$ cat config.mk
export PLATFORM = sky130hd
export DESIGN_NAME = therm_gen
export DESIGN_NICKNAME = d
export VERILOG_FILES = /design/src/rtl/therm_gen.sv
export SDC_FILE = /design/constraint.sdc
export NUM_CORES = 1
export LEC_CHECK = 0
export CAP_MARGIN = 25
export CORE_AREA = 2 2 71 73
export CTS_CLUSTER_DIAMETER = 60
export DETAILED_ROUTE_END_ITERATION = 12
export DIE_AREA = 0 0 73 75
export PLACE_DENSITY = 0.8
export SYNTH_ARGS = -nofsm -noshare
export SYNTH_HDL_FRONTEND = slang
export SYNTH_SLANG_ARGS = --single-unit
$ cat constraint.sdc
create_clock -name clk -period 4.69 [get_ports clk]
set_input_delay 0.938 -clock clk [delete_from_list [all_inputs] [get_ports clk]]
set_output_delay 0.938 -clock clk [all_outputs]
set_load 0.005 [all_outputs]
$ cat src/rtl/therm_gen.sv
// Binary-to-thermometer generator for the 15-comparator flash ADC output chain.
// Sources direct 4-bit codes, or an internal up-ramp / triangle sweep with programmable dwell.
module therm_gen #(
   parameter int DWELL_W  = 8,
   parameter int MAX_CODE = 14
) (
   input  logic               clk,
   input  logic               rst,
   input  logic [1:0]         mode,
   input  logic [3:0]         din,
   input  logic               din_valid,
   output logic               din_ready,
   input  logic [DWELL_W-1:0] dwell,
   output logic [14:0]        therm_out,
   output logic [3:0]         code_out,
   output logic               therm_valid,
   input  logic               therm_ready,
   output logic               wrap
);

   typedef enum logic [1:0] {
      M_DIRECT = 2'b00,
      M_RAMP   = 2'b01,
      M_TRI    = 2'b10,
      M_HOLD   = 2'b11
   } mode_t;

   localparam logic [3:0] TOP = 4'(MAX_CODE);

   mode_t              mode_q;
   logic [DWELL_W-1:0] cnt;
   logic               dir_down;
   logic               adv;
   logic [3:0]         step_code;
   logic               step_dir_down;
   logic               step_wrap;

   function automatic logic [3:0] clamp(input logic [3:0] c);
      return (c > TOP) ? TOP : c;
   endfunction

   function automatic logic [14:0] to_therm(input logic [3:0] c);
      return (15'd1 << c) - 15'd1;
   endfunction

   assign adv       = !therm_valid || therm_ready;
   assign din_ready = (mode_q == M_DIRECT) && (mode == mode_q) && adv;

   // Next sweep code, taken from the code currently on the output.
   always_comb begin
      step_code     = code_out;
      step_dir_down = dir_down;
      step_wrap     = 1'b0;
      if (mode_q == M_RAMP) begin
         if (code_out >= TOP) begin
            step_code = 4'd0;
            step_wrap = 1'b1;
         end else begin
            step_code = code_out + 4'd1;
         end
      end else if (!dir_down) begin
         step_code = code_out + 4'd1;
         if (code_out == TOP - 4'd1) step_dir_down = 1'b1;
      end else begin
         step_code = code_out - 4'd1;
         if (code_out == 4'd1) begin
            step_dir_down = 1'b0;
            step_wrap     = 1'b1;
         end
      end
   end

   always_ff @(posedge clk or posedge rst) begin
      if (rst) begin
         mode_q      <= M_DIRECT;
         cnt         <= '0;
         dir_down    <= 1'b0;
         therm_out   <= '0;
         code_out    <= '0;
         therm_valid <= 1'b0;
         wrap        <= 1'b0;
      end else if (mode != mode_q) begin
         mode_q      <= mode_t'(mode);
         cnt         <= '0;
         dir_down    <= 1'b0;
         therm_valid <= 1'b0;
         wrap        <= 1'b0;
      end else if (adv) begin
         case (mode_q)
            M_DIRECT: begin
               wrap <= 1'b0;
               if (din_valid && din_ready) begin
                  therm_out   <= to_therm(clamp(din));
                  code_out    <= clamp(din);
                  therm_valid <= 1'b1;
               end else begin
                  therm_valid <= 1'b0;
               end
            end
            M_RAMP, M_TRI: begin
               // First accepted cycle after entry presents code 0; the dwell count starts there.
               if (!therm_valid) begin
                  therm_out   <= '0;
                  code_out    <= '0;
                  therm_valid <= 1'b1;
                  cnt         <= '0;
                  wrap        <= 1'b0;
               end else if (cnt == dwell) begin
                  cnt       <= '0;
                  code_out  <= step_code;
                  therm_out <= to_therm(step_code);
                  dir_down  <= step_dir_down;
                  wrap      <= step_wrap;
               end else begin
                  cnt  <= cnt + DWELL_W'(1);
                  wrap <= 1'b0;
               end
            end
            default: wrap <= 1'b0;
         endcase
      end
   end

endmodule

Word-level counts from Yosys, hierarchy flattened
Index checks and enable logic that the tools add are counted.
{"block": "word_totals", "inputBits": 18, "reg_bits": 32, "word_cells": 83, "output_inout_bits": 22}
{"block": "classes", "n_reduce_logical": 17, "order_cmp": 2, "n_shift": 2, "n_addsub": 5, "muxes": 39, "eq_ne": 10, "bitwise": 1}
{"cell": "15-bit two-way mux", "n": 3}
{"cell": "8-bit two-way mux", "n": 5}
{"cell": "15-bit one-hot mux with 2 select lines", "n": 1}
{"cell": "1-bit by 4-bit left shift with 15-bit output (first input constant)", "n": 2}
{"cell": "15-bit by 1-bit subtractor with 15-bit output (second input constant)", "n": 2}
{"cell": "4-bit two-way mux", "n": 7}
{"cell": "1-bit two-way mux", "n": 21}
{"cell": "5-bit AND reduction", "n": 2}
{"cell": "2-bit nonzero test", "n": 5}
{"cell": "8-bit by 1-bit adder with 8-bit output (second input constant)", "n": 1}
{"cell": "8-bit equality test", "n": 1}
{"cell": "4-bit one-hot mux with 2 select lines", "n": 1}
{"cell": "4-bit by 1-bit adder with 4-bit output (second input constant)", "n": 1}
{"cell": "4-bit by 1-bit equality test with 1-bit output (second input constant)", "n": 1}
{"cell": "4-bit equality test (second input constant)", "n": 1}
{"cell": "4-bit greater-or-equal comparator (second input constant)", "n": 1}
{"cell": "4-bit greater-than comparator (second input constant)", "n": 1}
{"cell": "2-bit by 1-bit inequality test with 1-bit output (second input constant)", "n": 2}
{"cell": "2-bit AND reduction", "n": 2}
{"cell": "4-bit by 1-bit subtractor with 4-bit output (second input constant)", "n": 1}
{"cell": "1-bit logical AND", "n": 3}
{"cell": "3-bit inequality test (second input constant)", "n": 1}
{"cell": "3-bit nonzero test", "n": 1}
{"cell": "2-bit by 1-bit equality test with 1-bit output (second input constant)", "n": 1}
{"cell": "other kinds (9)", "n": 9}

Logic depth before layout (Yosys ltp)
{"block": "logic_depth", "depth_word": 9, "depth_mapped": 17, "ltp_nobuf": 14}

Worst setup path before layout
OpenSTA, ideal clock, no wires.
{"block": "synth_path", "path_kind": "register to register", "start": "reg code_out[0]", "end": "reg therm_out[10]", "path_stages_with_launch": 14, "path_slack_ns": 0.966, "t_arrival_ns": 3.659, "cell_sequence": "dfrtp_1 > buf_4 > clkbuf_1 > inv_1 > ha_1 > xnor2_1 > or4b_2 > ha_1 > clkbuf_1 > inv_1 > nand2_1 > or4_1 > a311oi_1 > a211o_1"}
{"block": "synth_via", "elab_chain_cells": 8, "elab_cells_between_ends": 11, "cone_classes": "add/sub: 3; order compare: 1; shift: 1; mux: 6"}
{"element": "from (decl)", "line_no": "15", "text": "output logic [3:0] code_out,"}
{"element": "from (signal assigned)", "line_no": "94", "text": "code_out <= clamp(din);"}
{"element": "from (signal assigned)", "line_no": "110", "text": "code_out <= step_code;"}
{"element": "4-bit by 1-bit adder with 4-bit output (tied with other cells)", "line_no": "59, 62"}
{"element": "4-bit two-way mux (on tied branches)", "line_no": "61, 55"}
{"element": "4-bit two-way mux *", "line_no": "54", "text": "if (mode_q == M_RAMP) begin"}
{"element": "1-bit by 4-bit left shift with 15-bit output *", "line_no": "43", "text": "return (15'd1 << c) - 15'd1;"}
{"element": "15-bit by 1-bit subtractor with 15-bit output *", "line_no": "43"}
{"element": "15-bit two-way mux *", "line_no": "108", "text": "end else if (cnt == dwell) begin"}
{"element": "15-bit two-way mux *", "line_no": "102", "text": "if (!therm_valid) begin"}
{"element": "15-bit one-hot mux with 2 select lines *", "line_no": "89", "text": "case (mode_q)"}
{"element": "to (signal assigned)", "line_no": "93", "text": "therm_out <= to_therm(clamp(din));"}
{"element": "to (signal assigned)", "line_no": "111", "text": "therm_out <= to_therm(step_code);"}
{"element": "to (decl)", "line_no": "14", "text": "output logic [14:0] therm_out,"}
Every way passes the cells marked *; elsewhere a longest branch is shown, timed or not. The select of a mux whose other input is x is not followed.
A chain may end at the register's enable or synchronous reset.

Worst setup path after layout
{"block": "layout_path", "start": "reg code_out[1]", "end": "reg therm_out[10]"}
Same word-level chain as after synthesis.

==> run_results.csv <==
group,metric,value,unit
status,status,"finished, final reports clean",
sta,hold_viol,0,
power,ir_drop,264,uV
sta,fin_setup_tns,0,ns
logic_synthesis,ys.flop_type,"dfrtp_1",
cts,clk_path_buf_depth,2,
floorplan,start_util,0.523,
critical_path,worst_ep_arrival_time,4.02,ns
finish,mostFrequentLayoutCells,"clkdlybuf4s50_1, dfrtp_1, nand2_1, nor2_1, xor2_1",
route,via_per_inst,6.35,
logic_synthesis,ys_seq_area_frac,0.329,
finish,stdcell_count,382,
logic_synthesis,ys_seq_elements,32,
cts,ctsResizeCount,0,
sta,setup_viol,0,
logic_synthesis,yosys_warnings,0,
sta,holdWs,0.493,ns
route,avgRoutedWirePerCell,16.7,um
global_routing,antenna_found_initial,0,
finish,fin_nets,354,
finish,final_common_cell,"clkdlybuf4s50_1",
floorplan,dieWidth,73,um
global_routing,grt_usage,0.244,
logic_synthesis,synth_top_area_share,0.329,
power,p_leak,1.18,nW
logic_synthesis,yosysTopAreaCell,"dfrtp_1",
logic_synthesis,syn_area_per_cell,8.18,sq um
critical_path,crit_path_max_incr_delay,0.64,ns
sta,slew-limit-headroom,0.466,
worst_hold_path,hold_depth,2,
sta,worst_pin_slew,0.800,ns
sta,post-route-period-util,0.808,
sta,rsz0062_at_grt,"no",
cts,clk_pin_slew,0.08,ns
cts,cts_hold_buffers,0,
sta,report.final.slew_viol_count,0,
critical_path,path_max_fanout,14,
cts,cts_sinks,32,
logic_synthesis,syn_area,2440,sq um
critical_path,cp_slowest_cell,"or4b_2",
route,dr.pass1.iters,6,
route,num_vias,2427,
finish,areaGrowthSynthToFinish,20.5,%
cts,cts-buffers-inserted,5,
logic_synthesis,synth.distinct_cells,60,
route,drtAntennaViolNets,0,
worst_hold_path,hold_start,"therm_out[9]",
floorplan,core,4660,sq um
logic_synthesis,synth_edf_count,0,
cts,cts.htree.levels,2,
logic_synthesis,async_flop_share,1.00,
logic_synthesis,synth_nets,325,
cts,worstSkewPairLatency,0.29,ns
global_routing,grt_max_degree,24,
worst_hold_path,hp-class,"reg -> reg",
route,drtIter0Drc,150,
critical_path,cp_cell_sequence,"inv_1 > ha_1 > xnor2_1 > or4b_2 > ha_1 > inv_1 > nand2_1 > or4_1 > a311oi_1 > a211o_1",
route,drc_errors,0,
worst_hold_path,min_to,"therm_out[9]",
critical_path,endpoint_kind,"flop",
cts,cts_root_buf,"clkbuf_8",
sta,max_freq,0.264,GHz
critical_path,path_class,"reg -> reg",
floorplan,die_h,75,um
global_routing,grt_overflow,0,
power,powerDensity,435,nW/um^2
sta,min_period,3.79,ns
critical_path,critPathRequiredTime,4.92,ns
placement,portBuffers,39,
placement,dp_cells,374,
floorplan,io_pins,40,
placement,gp_congestion,1.01,
route,routed_wl,6380,um
critical_path,worstRegToRegCells,10,
logic_synthesis,synth_area_leaders,"dfrtp_1, xor2_1, nand2_1",
cts,cts_tree,"done",
critical_path,r2r_end,"therm_out[10]",
floorplan,dieArea,5480,sq um
placement,hpwlAfterDp,4410,um
global_routing,grt_first_pass_wirelength,10500,um
critical_path,r2r_start,"code_out[1]",
sta,clock_skew,0.0122,ns
logic_synthesis,synth_cells,298,
finish,drive_above_1_share,0.0457,
critical_path,start_kind,"flop",
finish,antenna_cells,0,
cts,cts_setup_buffers,0,
job,cap_violations,0,
critical_path,ff2ff_setup_slack,0.90,ns
floorplan,rows,25,
global_routing,grt_pass1_vias,2209,
==> Yosys cell counts (all sizes together), types with 2 or more instances <==
master   count
o41ai        3
a22oi        2
inv         12
nand2b       3
xor2        17
o221ai       2
nor2b        9
nand4        3
nand3        6
and2         3
ha           9
dfrtp       32
xnor2        5
nand2       31
or3          3
clkbuf      15
o32ai        2
a221oi       4
a31oi        8
a32oi        2
buf          5
and3         3
o21ai       22
o21a         5
nor4b        3
a211o        3
nor3b        2
nor2        31
a21oi       12
nor4         6
a211oi       4
o2111ai      4
nor3         6
==> per-layer routing <==
layer	GRT usage	part of all wire	vias to the layer above
met5	0	0	-
met4	0.0926	0.016	0
met3	0.0402	0.072	19
met2	0.399	0.48	127
met1	0.326	0.43	1125
li1	-	-	1156
==> flip-flops by register name, indices dropped and copies added, names as in the netlist <==
register	flops
therm_out	15
cnt	8
code_out	4
mode_q	2
dir_down	1
therm_valid	1
wrap	1
==> logic make-up (layout without fill, tap and decap cells) <==
logic type	after synthesis	count (layout)	synth area share
simple gates	116	116	0.241
compound gates	86	86	0.245
flops	32	32	0.329
buf+inv	32	62	0.0559
xor+xnor	22	22	0.0791
fa+ha+maj	9	9	0.0462
mux	1	1	0.00411
==> layout make-up <==
cell class	instances	area (sq um)
Clock inverter	3	42.5
Inverter	12	45.0
Fill cell	387	1720
Clock buffer	5	68.8
Sequential cell	32	801
Tap cell	54	67.6
Multi-Input combinational cell	234	1500
Timing Repair Buffer	42	413
==> worst max path at each step <==
| stage | start | to | cells after the start |
|---|---|---|---|
| 3_3_place_gp | code_out[1] | therm_out[10] | 10 |
| 6_report | code_out[1] | therm_out[10] | 10 |
| 3_5_place_dp | code_out[1] | therm_out[10] | 12 |
| 2_1_floorplan | code_out[0] | therm_out[10] | 13 |
| 5_1_grt | code_out[1] | therm_out[10] | 12 |
| 4_1_cts | code_out[1] | therm_out[10] | 12 |
==> power breakdown <==
| part | leakage, nW | total, mW | internal (mW) | switching, mW |
|---|---|---|---|---|
| clock | 0.0541 | 0.271 | 0.157 | 0.113 |
| combinational | 0.720 | 0.600 | 0.278 | 0.322 |
| sequential | 0.407 | 0.408 | 0.335 | 0.0726 |
| total | 1.18 | 1.28 | 0.771 | 0.508 |
==> through the flow <==
stage               power [mW]  worst slack [ns]  instance area [sq um]  utilization
floorplan                0.774             0.966                   2440            -
detailed placement       0.995             0.987                   2830        0.606
finish                    1.28             0.900                   2940        0.630
global placement         0.980              1.13                   2830        0.606
global route              1.36             0.649                   2940        0.630
CTS                       1.27             0.969                   2940        0.630
==> worst max-delay path, delay by kind of cell, from the launching register on <==
kind / cells / cell delay [ns]
compound gates: 2 / 0.36
xor+xnor: 1 / 0.57
fa+ha+maj: 2 / 0.73
buf+inv: 2 / 0.33
flops: 1 / 0.61
simple gates: 3 / 1.12
Note: power is estimated with default switching activity, not from simulation.
